===== src/rtl/aes_sbox_seq_pkg.sv =====
`default_nettype none
// ============================================================================
//  Module   : aes_sbox_seq_pkg
//  Purpose  : Shared definitions for the masked S-box word sequencer:
//             sequencer state encoding, byte count, default S-box latency and
//             the share/bit index helper used for in_data, sb_i and out_data.
//  Revision : 1.0 - initial release
// ============================================================================
package aes_sbox_seq_pkg;

   localparam int NB_BYTES         = 4;
   localparam int IDX_W            = $clog2(NB_BYTES);
   localparam int SBOX_LAT_DEFAULT = 6;

   typedef enum logic [1:0] {
      ST_IDLE  = 2'd0,
      ST_ISSUE = 2'd1,
      ST_DRAIN = 2'd2,
      ST_OUT   = 2'd3
   } state_e;

   // Bit offset of share 0 of bit j of byte b. Shares of one bit are adjacent,
   // so a whole byte of shares is the contiguous slice starting at
   // share_idx(b, 0, nshares) and 8*nshares wide.
   function automatic int share_idx(input int b, input int j, input int nshares);
      return (8 * b + j) * nshares;
   endfunction

endpackage
`default_nettype wire


===== src/rtl/sbox_lat_tracker.sv =====
`default_nettype none
// ============================================================================
//  Module   : sbox_lat_tracker
//  Purpose  : Follows issued bytes through the fixed-latency S-box pipeline.
//             vsr[0] is aligned with the registered sb_i; a '1' reaching
//             vsr[SBOX_LAT] means sb_o carries a valid substituted byte.
//  Ports    : clk, rst      - clock, synchronous active-high reset
//             issue         - a valid byte is being loaded into sb_i this cycle
//             cap           - sb_o holds a valid byte this cycle
//             cap_idx       - byte position of that byte inside the word
//             inflight      - any valid byte in the S-box pipeline
//  Revision : 1.0 - initial release
// ============================================================================
module sbox_lat_tracker
   import aes_sbox_seq_pkg::*;
#(
   parameter int SBOX_LAT = SBOX_LAT_DEFAULT
) (
   input  logic             clk,
   input  logic             rst,
   input  logic             issue,
   output logic             cap,
   output logic [IDX_W-1:0] cap_idx,
   output logic             inflight
);

   logic [SBOX_LAT:0] vsr_q, vsr_d;
   logic [IDX_W-1:0]  c_q, c_d;

   always_comb begin
      vsr_d = {vsr_q[SBOX_LAT-1:0], issue};
      c_d   = c_q;
      // Bytes come back in issue order, so a plain counter names them.
      if (vsr_q[SBOX_LAT]) begin
         c_d = c_q + IDX_W'(1);
      end
   end

   always_ff @(posedge clk) begin
      if (rst) begin
         vsr_q <= '0;
         c_q   <= '0;
      end else begin
         vsr_q <= vsr_d;
         c_q   <= c_d;
      end
   end

   assign cap      = vsr_q[SBOX_LAT];
   assign cap_idx  = c_q;
   assign inflight = |vsr_q;

endmodule
`default_nettype wire


===== src/rtl/aes_sbox_word_seq.sv =====
`default_nettype none
// ============================================================================
//  Module   : aes_sbox_word_seq
//  Purpose  : Drive-side sequencer for a free-running masked bitsliced AES
//             S-box. Takes one D-share 32-bit word, feeds its four bytes into
//             the S-box one per cycle (gated by randomness availability),
//             collects the four substituted bytes after SBOX_LAT cycles and
//             presents them as a shared 32-bit word. Shares are only routed,
//             never recombined.
//  Ports    : clk, rst               - clock, synchronous active-high reset
//             in_valid/in_ready/in_data    - input word handshake
//             rnd_valid/rnd_ready          - S-box randomness gating
//             sb_i / sb_o                  - to / from the external S-box
//             out_valid/out_ready/out_data - output word handshake
//             busy                         - sequencer not idle
//             rnd_err                      - sticky randomness starvation
//  Revision : 1.0 - initial release
// ============================================================================
module aes_sbox_word_seq
   import aes_sbox_seq_pkg::*;
#(
   parameter int D        = 2,
   parameter int SBOX_LAT = SBOX_LAT_DEFAULT
) (
   input  logic            clk,
   input  logic            rst,
   input  logic            in_valid,
   output logic            in_ready,
   input  logic [32*D-1:0] in_data,
   input  logic            rnd_valid,
   output logic            rnd_ready,
   output logic [8*D-1:0]  sb_i,
   input  logic [8*D-1:0]  sb_o,
   output logic            out_valid,
   input  logic            out_ready,
   output logic [32*D-1:0] out_data,
   output logic            busy,
   output logic            rnd_err
);

   localparam int BYTE_W = 8 * D;

   state_e            state_q, state_d;
   logic [32*D-1:0]   in_q_q, in_q_d;
   logic [32*D-1:0]   out_q_q, out_q_d;
   logic [BYTE_W-1:0] sb_i_q, sb_i_d;
   // One extra bit so "all four issued" is distinguishable from "none issued".
   logic [IDX_W:0]    k_q, k_d;
   logic              rnd_err_q, rnd_err_d;

   logic              issue;
   logic              cap;
   logic [IDX_W-1:0]  cap_idx;
   logic              inflight;

   sbox_lat_tracker #(
      .SBOX_LAT (SBOX_LAT)
   ) u_tracker (
      .clk      (clk),
      .rst      (rst),
      .issue    (issue),
      .cap      (cap),
      .cap_idx  (cap_idx),
      .inflight (inflight)
   );

   assign in_ready  = (state_q == ST_IDLE) && !rst;
   assign rnd_ready = ((state_q == ST_ISSUE) || (state_q == ST_DRAIN)) && !rst;
   assign out_valid = (state_q == ST_OUT);
   assign busy      = (state_q != ST_IDLE);
   assign out_data  = out_q_q;
   assign sb_i      = sb_i_q;
   assign rnd_err   = rnd_err_q;

   always_comb begin
      state_d   = state_q;
      in_q_d    = in_q_q;
      out_q_d   = out_q_q;
      k_d       = k_q;
      sb_i_d    = '0;     // S-box sees zeros whenever no byte is issued
      issue     = 1'b0;
      rnd_err_d = rnd_err_q;

      case (state_q)
         ST_IDLE: begin
            if (in_valid) begin
               in_q_d  = in_data;
               k_d     = '0;
               state_d = ST_ISSUE;
            end
         end
         ST_ISSUE: begin
            // A byte may only enter the S-box together with fresh randomness.
            if (rnd_valid) begin
               sb_i_d  = in_q_q[share_idx(int'(k_q[IDX_W-1:0]), 0, D) +: BYTE_W];
               issue   = 1'b1;
               k_d     = k_q + (IDX_W+1)'(1);
               if (k_q == (IDX_W+1)'(NB_BYTES - 1)) begin
                  state_d = ST_DRAIN;
               end
            end
         end
         ST_DRAIN: begin
            // Waiting for the remaining bytes to leave the S-box.
         end
         ST_OUT: begin
            if (out_ready) begin
               state_d = ST_IDLE;
            end
         end
         default: begin
            state_d = ST_IDLE;
         end
      endcase

      // Captures can already start while issue is still stalled, so they are
      // handled independently of the state decode above.
      if (cap) begin
         out_q_d[share_idx(int'(cap_idx), 0, D) +: BYTE_W] = sb_o;
         if (cap_idx == IDX_W'(NB_BYTES - 1)) begin
            state_d = ST_OUT;
         end
      end

      if (rnd_ready && !rnd_valid && (inflight || (k_q != '0))) begin
         rnd_err_d = 1'b1;
      end
   end

   always_ff @(posedge clk) begin
      if (rst) begin
         state_q   <= ST_IDLE;
         in_q_q    <= '0;
         out_q_q   <= '0;
         sb_i_q    <= '0;
         k_q       <= '0;
         rnd_err_q <= 1'b0;
      end else begin
         state_q   <= state_d;
         in_q_q    <= in_q_d;
         out_q_q   <= out_q_d;
         sb_i_q    <= sb_i_d;
         k_q       <= k_d;
         rnd_err_q <= rnd_err_d;
      end
   end

endmodule
`default_nettype wire


===== config.mk =====
export PLATFORM = sky130hd
export DESIGN_NAME = aes_sbox_word_seq
export DESIGN_NICKNAME = d
export VERILOG_FILES = /design/src/rtl/aes_sbox_seq_pkg.sv /design/src/rtl/sbox_lat_tracker.sv /design/src/rtl/aes_sbox_word_seq.sv
export SDC_FILE = /design/constraint.sdc
export NUM_CORES = 1
export LEC_CHECK = 0
export CAP_MARGIN = 5
export CORE_MARGIN = 3
export CORE_UTILIZATION = 30
export CTS_BUF_LIST = sky130_fd_sc_hd__clkbuf_8 sky130_fd_sc_hd__clkbuf_16
export DETAILED_ROUTE_END_ITERATION = 8
export PLACE_DENSITY_LB_ADDON = 0.05
export SLEW_MARGIN = 10
export SYNTH_ARGS = -nofsm -noshare
export SYNTH_HDL_FRONTEND = slang
export SYNTH_SLANG_ARGS = --single-unit

===== constraint.sdc =====
create_clock -name clk -period 2.8 [get_ports clk]
set_clock_uncertainty 0.2 [all_clocks]
set_input_delay 0.56 -clock clk [delete_from_list [all_inputs] [get_ports clk]]
set_output_delay 0.56 -clock clk [all_outputs]
set_load 0.02 [all_outputs]

# After elaboration in Yosys (flattened, before gate mapping)
# Cells that the tools add are included.
word_totals:
  ff_bits: 159
  in_bits: 85
  out_inout_bits: 85
  wordCells: 53
classes:
  add_sub_neg: 3
  n_eq_ne: 7
  shift: 3
  n_mux: 12
  n_bitwise: 2
  reduce_logical: 17
ops:
  columns: ["op", "n"]
  rows:
  - ["bitwise mux 64 bit", 1]
  - ["variable shift 16 x 33 -> 64 bit, first input constant", 1]
  - ["variable part select 16 x 33 -> 64 bit", 1]
  - ["variable part select 64 x 7 -> 16 bit", 1]
  - ["negator 6 -> 33 bit", 1]
  - ["2-to-1 mux 2 bit", 6]
  - ["OR reduction 7 bit", 1]
  - ["== test 2 bit, second input constant", 3]
  - ["2-to-1 mux 3 bit", 2]
  - ["one-hot mux 2 bit (3 select lines)", 1]
  - ["one-hot mux 3 bit (2 select lines)", 1]
  - ["logical AND 1 bit", 4]
  - ["inequality test 2 bit, second input constant", 2]
  - ["nonzero test 2 bit", 2]
  - ["adder 3 x 1 -> 3 bit, second input constant", 1]
  - ["== test 3 x 2 -> 1 bit, second input constant", 1]
  - ["AND reduction 3 bit", 1]
  - ["nonzero test 3 bit", 1]
  - ["OR reduction 3 bit", 1]
  - ["adder 2 x 1 -> 2 bit, second input constant", 1]
  - ["== test 2 x 1 -> 1 bit, second input constant", 1]
  - ["logical NOT 1 bit", 2]
  - ["logical NOT 2 bit", 1]
  - ["logical OR 1 bit", 2]
  - ["4 further kinds", 5]

# Longest topological paths before layout
# Gate-level depths: netlist of run 1.
logic_depth:
  word_depth: 6
  ltp_mapped: 8
  ltp_nobuf: 5

# Cells and area by module
# From an unflattened synthesis of run 1, not the netlist that was laid out.
hier_totals:
  hier_cells: 663
  area_unflattened_um2: 6137.1
modules_own_cells:
  columns: ["mod", "n_inst", "cells_per_inst", "area_each_um2", "seq_area_each_um2"]
  rows:
  - ["aes_sbox_word_seq", 1, 639, 5863.1, 3002.9]
  - ["sbox_lat_tracker", 1, 24, 274.0, 180.2]

# Worst setup path after synthesis of run 1
# No wires, ideal clock.
synth_path:
  kind: "input to output"
  from: "in rst"
  to: "out in_ready"
  arrival_ns: 1.367
  required_ns: 2.040
  path_slack_ns: 0.673
  path_stages: 4
  path_buffers: 3
  cell_sequence: "buf_2 -> buf_2 -> buf_1 -> nor2_1"
synth_between:
  elab_chain_cells: 2
synth_rtl:
  columns: ["element", "line", "rtl"]
  rows:
  - ["from (decl)", "aes_sbox_word_seq.sv:26", "input logic rst,"]
  - ["logical NOT 1 bit", "aes_sbox_word_seq.sv:67", "assign in_ready = (state_q == ST_IDLE) && !rst;"]
  - ["logical AND 1 bit", "aes_sbox_word_seq.sv:67", null]
  - ["to (decl)", "aes_sbox_word_seq.sv:28", "output logic in_ready,"]
# No other way between the ends.

# Worst setup path after layout of run 1
layout_path:
  from: "reg state_q[0]"
  to: "out in_ready"
layout_between:
  elab_chain_cells: 2
layout_rtl:
  columns: ["element", "line", "rtl"]
  rows:
  - ["from (decl)", "aes_sbox_word_seq.sv:43", "state_e state_q, state_d;"]
  - ["from (signal assigned)", "aes_sbox_word_seq.sv:139", "state_q <= state_d;"]
  - ["logical NOT 2 bit", "aes_sbox_word_seq.sv:67", null]
  - ["logical AND 1 bit", "aes_sbox_word_seq.sv:67", null]
# No other way between the ends.

==> results of run 1 <==
==> logic make-up after synthesis <==
kind of cell               Yosys count
xor gates and xnor gates             1
AOI/OAI and AO/OA                  143
adders and majority gates           13
and+or+nand+nor                    274
buffers and inverters               70
muxes                               17
DFF                                159
==> metal layers <==
layer	vias to the layer above	share of wire
li1	2638	-
met1	2546	0.46
met2	157	0.47
met3	14	0.065
met4	0	0.011
met5	-	0
==> worst min path at each step <==
| stage | end | slack [ps] |
|---|---|---|
| 2_1_floorplan | in_q_q[21]$_SDFFE_PP0P_ | 230 |
| 3_3_place_gp | in_q_q[28]$_SDFFE_PP0P_ | 240 |
| 3_5_place_dp | in_q_q[22]$_SDFFE_PP0P_ | 240 |
| 4_1_cts | in_q_q[22]$_SDFFE_PP0P_ | 250 |
| 5_1_grt | out_data[1]$_SDFFE_PP0P_ | 270 |
| 6_report | out_data[14]$_SDFFE_PP0P_ | 250 |
==> flip-flops by register name, indices dropped and copies added, names as in the netlist <==
name / cells
state_q: 2
sb_i: 16
u_tracker.vsr_q: 7
out_data: 64
rnd_err: 1
k_q: 3
in_q_q: 64
u_tracker.cap_idx: 2
==> worst max-delay path: cells and delay by family, from the launching register on <==
family        cells  cell delay [ps]
buf+inv           3              790
flops             1              340
fa+ha+maj         1              260
simple gates      1              100
==> per-stage QoR <==
| stage | worst slack [ps] | cell area, um2 | util |
|---|---|---|---|
| 6_report | 130 | 8720 | 0.426 |
| 5_1_grt | 7.81 | 8720 | 0.426 |
| 4_1_cts | 4.36 | 8720 | 0.425 |
| 3_5_place_dp | 394 | 8150 | 0.397 |
| 3_3_place_gp | 458 | 8150 | 0.397 |
| 2_1_floorplan | 673 | 6330 | - |
==> synthesized netlist by cell type, types with 2 or more instances <==
cell type    n
nand2b_1     2
nand4b_1     2
a221oi_1     3
nand2_1    166
buf_2       20
buf_4        3
nand4bb_1   16
clkbuf_1    24
buf_1        3
o21ai_0      3
nor2_1      37
nor2b_1     23
a32oi_1     32
mux4_2       3
a21oi_1    104
ha_1        13
buf_6        6
dfxtp_1    159
nand4_1     18
mux4_1      13
and2_1       2
nor3b_4      2
inv_1       12
==> where the power goes <==
part	internal, uW	total [uW]	switching (uW)
combinational	207	419	212
sequential	2330	2360	29.8
clock	1260	2240	979
==> cell type report <==
type	count	area [um2]	area share
clock inverters	14	131	0.0151
repair buffers	179	1790	0.205
well taps	270	338	0.0387
inverters	12	45.0	0.00516
multi-input cells	448	2790	0.320
flip-flops and latches	159	3180	0.365
clock buffers	18	439	0.0504
==> repair_timing <==
item	4_1_cts	5_1_grt
hold endpoints to repair	0	0
endpoints found under the setup margin	0	2
setup buffers	0	0
gates resized for setup	0	2
==> qor.yml, run 1 <==
worstPathArrival_ps: 1910
finalCritPeriodShare: 0.953
core_um2: 20500
synth_xor_area_frac: 0.00138
drv_slew: 0
clock_path_buffers: 2
dpl.hpwl_um: 12900
max_slew_margin: 0.326
power_uw: 5020
holdWs_ps: 249
holdBufCountCts: 0
clkTransAtPathRegs_ps: 70
diodes: 0
gp_congestion: 0.813
grt_use_met3: 0.0494
critPathCaptureType: "output pin"
worst-endpoint-required_ps: 2040
grt_pass1_wl_um: 29500
synth_compound_area_frac: 0.134
syn_nets: 775
place.port_buffers: 169
cp_cell_sequence: "inv_1, ha_2, inv_1, nor2_1, clkdlybuf4s50_1"
cts_buffers: 17
r2r-start: "u_tracker.cap_idx[0]$_SDFFE_PP0P_"
cts-root-buf: "clkbuf_16"
grt_max_degree: 95
route.detailed.drc: 0
synth_cell_type_count: 34
synth_top_family_by_area: "simple AND/OR/NAND/NOR gates"
crit_type: "reg2out"
firstDrtPassIters: 5
die_h_um: 151
fin_cells: 1100
use_met1: 0.220
synth_async_sr_flop_share: 0
hold_depth: 2
reg2reg_to: "out_data[45]$_SDFFE_PP0P_"
syn_area_per_cell_um2: 9.34
startpoint_type: "register"
num_rows: 52
min_from: "out_data[14]$_SDFFE_PP0P_"
rsz0062_at_grt: "no"
track_usage: 0.166
yosysTopAreaCellShare: 0.503
postRouteWirelength_um: 18800
synthAdderAreaFrac: 0.0257
use_met2: 0.261
fmax_mhz: 375
drt_iter0_markers: 195
layout_common_cells: "clkdlybuf4s50_1 (167), nand2_1 (165), dfxtp_1 (159)"
syn2layout_area_growth_pct: 37.9
yosys.area.top_type: "dfxtp_1"
grt_overflow: 0
yosys_register_bits: 159
vias: 5355
critPathCapture: "in_ready"
antenna_found_initial: 0
die_width_um: 151
syn_area_um2: 6330
grt_pass1_vias: 5475
worstMarginPinSlew_ps: 1010
num_io_pins: 170
peakVddDrop_mv: 0.380
status: "complete, no violations"
tritoncts: "yes"
initial_core_util: 0.309
vias_per_cell: 4.87
min_period_ps: 2670
setup_viol: 0
drive_gt1_frac: 0.0651
ant_nets: 0
power.static_leakage_uw: 0.00312
busiest_layer: "met2"
die-area_um2: 22900
synth_warnings: 0
nFillCells: 2033
cp_max_fo: 7
drv_cap: 0
muxShareOfSynthArea: 0.0663
worstSkewPairLatency_ps: 420
r2r_cells: 6
ys.flop_type: "dfxtp_1"
hold_class: "reg2reg"
synth-simple-area-share: 0.213
ys_seq_area_frac: 0.503
slowest_stage: "clkdlybuf4s50_1"
power_density_nw_per_um2: 575
ys_top_cells_by_area: "dfxtp_1 (50%), nand2_1 (9.8%), a21oi_1 (8.2%)"
hold_viol_final: 0
wl_per_cell_um: 17.1
synth-edff-count: 0
setup-tns-final_ps: 0
critPathLaunch: "state_q[0]$_SDFF_PP0_"
clock_sinks: 159
htree_levels: 4
place_inst: 1068
crit_top_cell: "inv_1"
syn_inst: 677
max_stage_delay_ps: 610
layout_commonest_cell: "clkdlybuf4s50_1"
fin_nets: 915
reg2reg_slack_ps: 380
Note: power is estimated with default switching activity, not from simulation.
==> run 2: changes to the inputs <==
- clock period: 2.8 -> 2.5 ns (I/O delays scaled with it)
==> run 2 against run 1 <==
Non-clock buffer count grew 1. Wire length is essentially flat. Worst hold slack gained 1.4 ps. Clock-buffer cell count grew 2.
==> qor.yml, run 2 (synthesis results as in run 1) <==
initial_core_util: 0.309  # unchanged
gp_congestion: 0.792  # -2.7%
critPathCapture: "rnd_ready"
worstSkewPairLatency_ps: 420  # about the same
hold_viol_final: 0  # unchanged
num_io_pins: 170  # unchanged
firstDrtPassIters: 4  # -1
cts_buffers: 17  # unchanged
cp_max_fo: 4  # -3
reg2reg_slack_ps: 250  # -130 ps
worst-endpoint-required_ps: 1800  # -240 ps
critPathCaptureType: "output pin"
vias: 5334  # -0.39%
worstMarginPinSlew_ps: 925  # -85.9 ps
place_inst: 1069  # +0.094%
fin_cells: 1101  # +0.091%
diodes: 0  # unchanged
postRouteWirelength_um: 18800  # about the same
min_period_ps: 2390
die_h_um: 151  # unchanged
max_slew_margin: 0.383  # +0.0573
critPathLaunch: "state_q[0]$_SDFF_PP0_"
place.port_buffers: 169  # unchanged
fmax_mhz: 418
grt_max_degree: 90  # -5.3%
final_area_um2: 8780  # +0.63%
startpoint_type: "register"
finish.utilization: 0.428  # +0.00269
num_rows: 52  # unchanged
core_um2: 20500  # unchanged
ant_nets: 0  # unchanged
dpl.hpwl_um: 12900  # about the same
worstPathArrival_ps: 1690  # -220 ps
reg2reg_to: "out_data[0]$_SDFFE_PP0P_"
drive_gt1_frac: 0.0674  # +0.00233
power.static_leakage_uw: 0.00314  # +0.65%
crit_type: "reg2out"
drv_slew: 0  # unchanged
drv_cap: 0  # unchanged
syn2layout_area_growth_pct: 38.7
status: "complete, no violations"
r2r_cells: 6  # unchanged
power_density_nw_per_um2: 666  # +16%
rsz0062_at_grt: "no"
route.detailed.drc: 0  # unchanged
wl_per_cell_um: 17.1  # -0.11%
setup-tns-final_ps: 0  # unchanged
place_area_um2: 8150  # about the same
htree_levels: 4  # unchanged
grt_pass1_vias: 5597  # +2.2%
setup_viol: 0  # unchanged
track_usage: 0.165  # -0.00108
grt_pass1_wl_um: 29400  # -0.54%
antenna_found_initial: 0  # unchanged
finalCritPeriodShare: 0.958
clock_path_buffers: 2  # unchanged
postCtsSetupBuffers: 0  # unchanged
hold_class: "reg2reg"
clock_sinks: 159  # unchanged
cts-root-buf: "clkbuf_16"
r2r-start: "u_tracker.cap_idx[1]$_SDFFE_PP0P_"
die-area_um2: 22900  # unchanged
peakVddDrop_mv: 0.435  # +14%
clkTransAtPathRegs_ps: 70  # about the same
vias_per_cell: 4.84  # -0.48%
drt_iter0_markers: 222  # +14%
fin_nets: 916  # +0.11%
layout_common_cells: "nand2_1 (165), clkdlybuf4s50_1 (165), dfxtp_1 (159)"
holdBufCountCts: 0  # unchanged
die_width_um: 151  # unchanged
grt_overflow: 0  # unchanged
tritoncts: "yes"
-- run 2: cell types whose count changed in the layout (fill, tap and decap cells not counted) --
| cell | previous run | this run |
|---|---|---|
| clkinv_2 | 3 | 2 |
| clkinvlp_4 | 3 | 4 |
| clkinv_4 | 2 | 0 |
| and2_1 | 1 | 0 |
| and2_2 | 1 | 2 |
| inv_6 | 4 | 3 |
| dlymetal6s2s_1 | 1 | 0 |
| buf_4 | 9 | 10 |
| bufinv_16 | 1 | 3 |
| inv_8 | 1 | 0 |
| clkdlybuf4s50_1 | 167 | 165 |
| dlygate4sd2_1 | 0 | 3 |
| clkbuf_8 | 1 | 3 |
-- run 2: layout make-up --
type | instances | area [um2]
flip-flops and latches | 159 | 3180
repair buffers | 180 | 1790
multi-input cells | 448 | 2790
well taps | 270 | 338
inverters | 12 | 45.0
clock inverters | 12 | 156
fillers | 2081 | 11700
clock buffers | 20 | 467
-- run 2: through the flow --
step                setup WS (ps)  hold WS [ps]  total power, uW
finish                        106           251             5840
global route                 8.11           268             6090
CTS                          63.0           254             5950
detailed placement           88.5           245             3180
global placement              237           240             3170
floorplan                     493           232             2940
-- run 2: critical path, cell delays in order (launching register included) --
cell and delay [ps]:
dfxtp_1 390, inv_1 90, ha_2 330, nor2b_1 120, dlygate4sd2_1 340
-- run 2: worst min-delay path by stage --
stage | from | endpoint | slack [ps] | depth (start not counted)
2_1_floorplan | in_q_q[21]$_SDFFE_PP0P_ | in_q_q[21]$_SDFFE_PP0P_ | 230 | 2
3_3_place_gp | in_q_q[15]$_SDFFE_PP0P_ | in_q_q[15]$_SDFFE_PP0P_ | 240 | 2
3_5_place_dp | in_q_q[21]$_SDFFE_PP0P_ | in_q_q[21]$_SDFFE_PP0P_ | 250 | 2
4_1_cts | in_q_q[21]$_SDFFE_PP0P_ | in_q_q[21]$_SDFFE_PP0P_ | 250 | 2
5_1_grt | in_q_q[31]$_SDFFE_PP0P_ | in_q_q[31]$_SDFFE_PP0P_ | 270 | 2
6_report | out_data[9]$_SDFFE_PP0P_ | out_data[9]$_SDFFE_PP0P_ | 250 | 2
-- run 2: per-layer routing --
| layer | GRT usage | up-vias | part of all wire |
|---|---|---|---|
| li1 | - | 2638 | - |
| met1 | 0.203 | 2559 | 0.44 |
| met2 | 0.269 | 129 | 0.48 |
| met3 | 0.0577 | 8 | 0.071 |
| met4 | 0.0558 | 0 | 0.0072 |
| met5 | 0 | - | 0 |
-- run 2: power breakdown --
| group | total (uW) | switching, uW | leakage, uW | internal [uW] |
|---|---|---|---|---|
| sequential | 2640 | 35.2 | 0.00129 | 2610 |
| combinational | 473 | 240 | 0.00155 | 233 |
| clock | 2730 | 1070 | 0.000295 | 1660 |
| total | 5840 | 1340 | 0.00314 | 4500 |
-- run 2: timing repair --
item	CTS	global route
resized for setup	4	1
pin swaps	0	0
hold endpoints to repair	0	0
setup endpoints to repair	3	31
==> run 3: changes to the inputs <==
- SLEW_MARGIN: 10 -> default
- clock period: 2.5 -> 3.11 ns (I/O delays scaled with it)
==> run 3 against run 2 <==
Combinational power shrank 21%. Wire length decreased by 1.9%. Setup slack better by 190 ps. Critical endpoint is now in_ready. Largest cell class unchanged.
==> qor.yml, run 3 (synthesis results as in run 1) <==
worstSkewPairLatency_ps: 420  # about the same
crit_buf_inv: 3  # +1
crit_type: "reg2out"
drv_slew: 0  # unchanged
firstDrtPassIters: 4  # unchanged
diodes: 0  # unchanged
grt_pass1_vias: 5430  # -3.0%
gp_congestion: 0.801  # +1.2%
drt_iter0_markers: 256  # +15%
power_density_nw_per_um2: 542  # -19%
finalCritPeriodShare: 0.904
finish.utilization: 0.429  # +0.000550
dpl.hpwl_um: 12800  # -1.1%
cp_top_family: "buffers and inverters"
rsz0062_at_grt: "no"
tritoncts: "yes"
min_from: "in_q_q[41]$_SDFFE_PP0P_"
antenna_found_initial: 0  # unchanged
die_width_um: 151  # unchanged
postRouteWirelength_um: 18500  # -1.9%
initial_core_util: 0.309  # unchanged
worstPathArrival_ps: 1990  # +300 ps
final_area_um2: 8790  # +0.13%
setup-tns-final_ps: 0  # unchanged
r2r-start: "u_tracker.cap_idx[0]$_SDFFE_PP0P_"
status: "complete, no violations"
cts-root-buf: "clkbuf_16"
layout_commonest_cell: "clkdlybuf4s50_1"
max_slew_margin: 0.163  # -0.220
clock_sinks: 159  # unchanged
die-area_um2: 22900  # unchanged
hold_viol_final: 0  # unchanged
worst-endpoint-required_ps: 2290  # +490 ps
ant_nets: 0  # unchanged
max_stage_delay_ps: 620  # +230 ps
syn2layout_area_growth_pct: 38.9
cts_buffers: 17  # unchanged
drv_cap: 0  # unchanged
setup_viol: 0  # unchanged
crit_top_cell: "inv_1"
htree_levels: 4  # unchanged
critPathCaptureType: "output pin"
fmax_mhz: 356
met3_length_um: 1500  # +12%
vias_per_cell: 4.84  # about the same
postCtsSetupBuffers: 0  # unchanged
met1_length_um: 8220  # -0.15%
track_usage: 0.162  # -0.00271
startpoint_type: "register"
fin_ws_ps: 297  # +192 ps
wl_met2_um: 8390  # -7.8%
worstMarginPinSlew_ps: 1260  # +331 ps
grt_overflow: 0  # unchanged
preCtsSetupSlack_ps: 467  # +379 ps
die_h_um: 151  # unchanged
min_period_ps: 2810
grt_max_degree: 101  # +12%
cts_resized: 0  # -4
power.static_leakage_uw: 0.00314  # about the same
critPathLaunch: "state_q[1]$_SDFF_PP0_"
route.detailed.drc: 0  # unchanged
nFillCells: 1984  # -4.7%
place.port_buffers: 169  # unchanged
clkTransAtPathRegs_ps: 60  # about the same
drive_gt1_frac: 0.0639  # -0.00353
clock_path_buffers: 2  # unchanged
slowest_stage: "clkdlybuf4s50_1"
fin_nets: 916  # unchanged
cp_max_fo: 7  # +3
core_um2: 20500  # unchanged
vias: 5325  # -0.17%
highest_layer: "met4"
layout_common_cells: "clkdlybuf4s50_1 (168), nand2_1 (165), dfxtp_1 (159)"
grt_pass1_wl_um: 29000  # -1.1%
place_area_um2: 8140  # -0.15%
num_io_pins: 170  # unchanged
hold_class: "reg2reg"
cp_cell_sequence: "inv_1, ha_1, inv_1, nor2_1, clkdlybuf4s50_1"
num_rows: 52  # unchanged
holdBufCountCts: 0  # unchanged
peakVddDrop_mv: 0.332  # -24%
wl_per_cell_um: 16.8  # -1.8%
[run 3: area by class of cell]
type	instances	area, um2	share of cell area
Clock buffer	20	467	0.0531
Inverter	12	45.0	0.00513
Clock inverter	11	180	0.0205
Timing Repair Buffer	180	1780	0.203
Sequential cell	159	3180	0.362
Tap cell	270	338	0.0384
Multi-Input combinational cell	448	2790	0.318
[run 3: metal layers]
layer / track usage / up-vias
met2: 0.250 / 160
met4: 0.0530 / 0
met5: 0 / -
li1: - / 2636
met1: 0.208 / 2501
met3: 0.0643 / 28
[run 3: stage by stage]
stage               power (uW)  instances  hold slack (ps)
finish                    4760       1100              252
global route              4950       1100              266
CTS                       4830       1100              255
detailed placement        2550       1069              245
global placement          2550       1069              239
floorplan                 2360        677              232
[run 3: worst paths after layout]
check	cells after the start	endpoint	slack [ps]
worst min-delay path	2	in_q_q[41]$_SDFFE_PP0P_	250
worst min register to register	2	in_q_q[41]$_SDFFE_PP0P_	250
worst max register to register	5	out_data[17]$_SDFFE_PP0P_	460
worst max-delay path	5	in_ready	300
[run 3: power by group]
| part | leakage, uW | internal (uW) | switching [uW] |
|---|---|---|---|
| Sequential | 0.00129 | 2100 | 31.3 |
| Clock | 0.000313 | 1410 | 847 |
| Combinational | 0.00153 | 186 | 188 |
[run 3: tightest hold or removal path, delay by kind of cell, from the launching register on]
family	cells	cell delay [ps]
and+or+nand+nor	1	50
DFF	1	310
AOI/OAI and AO/OA	1	50
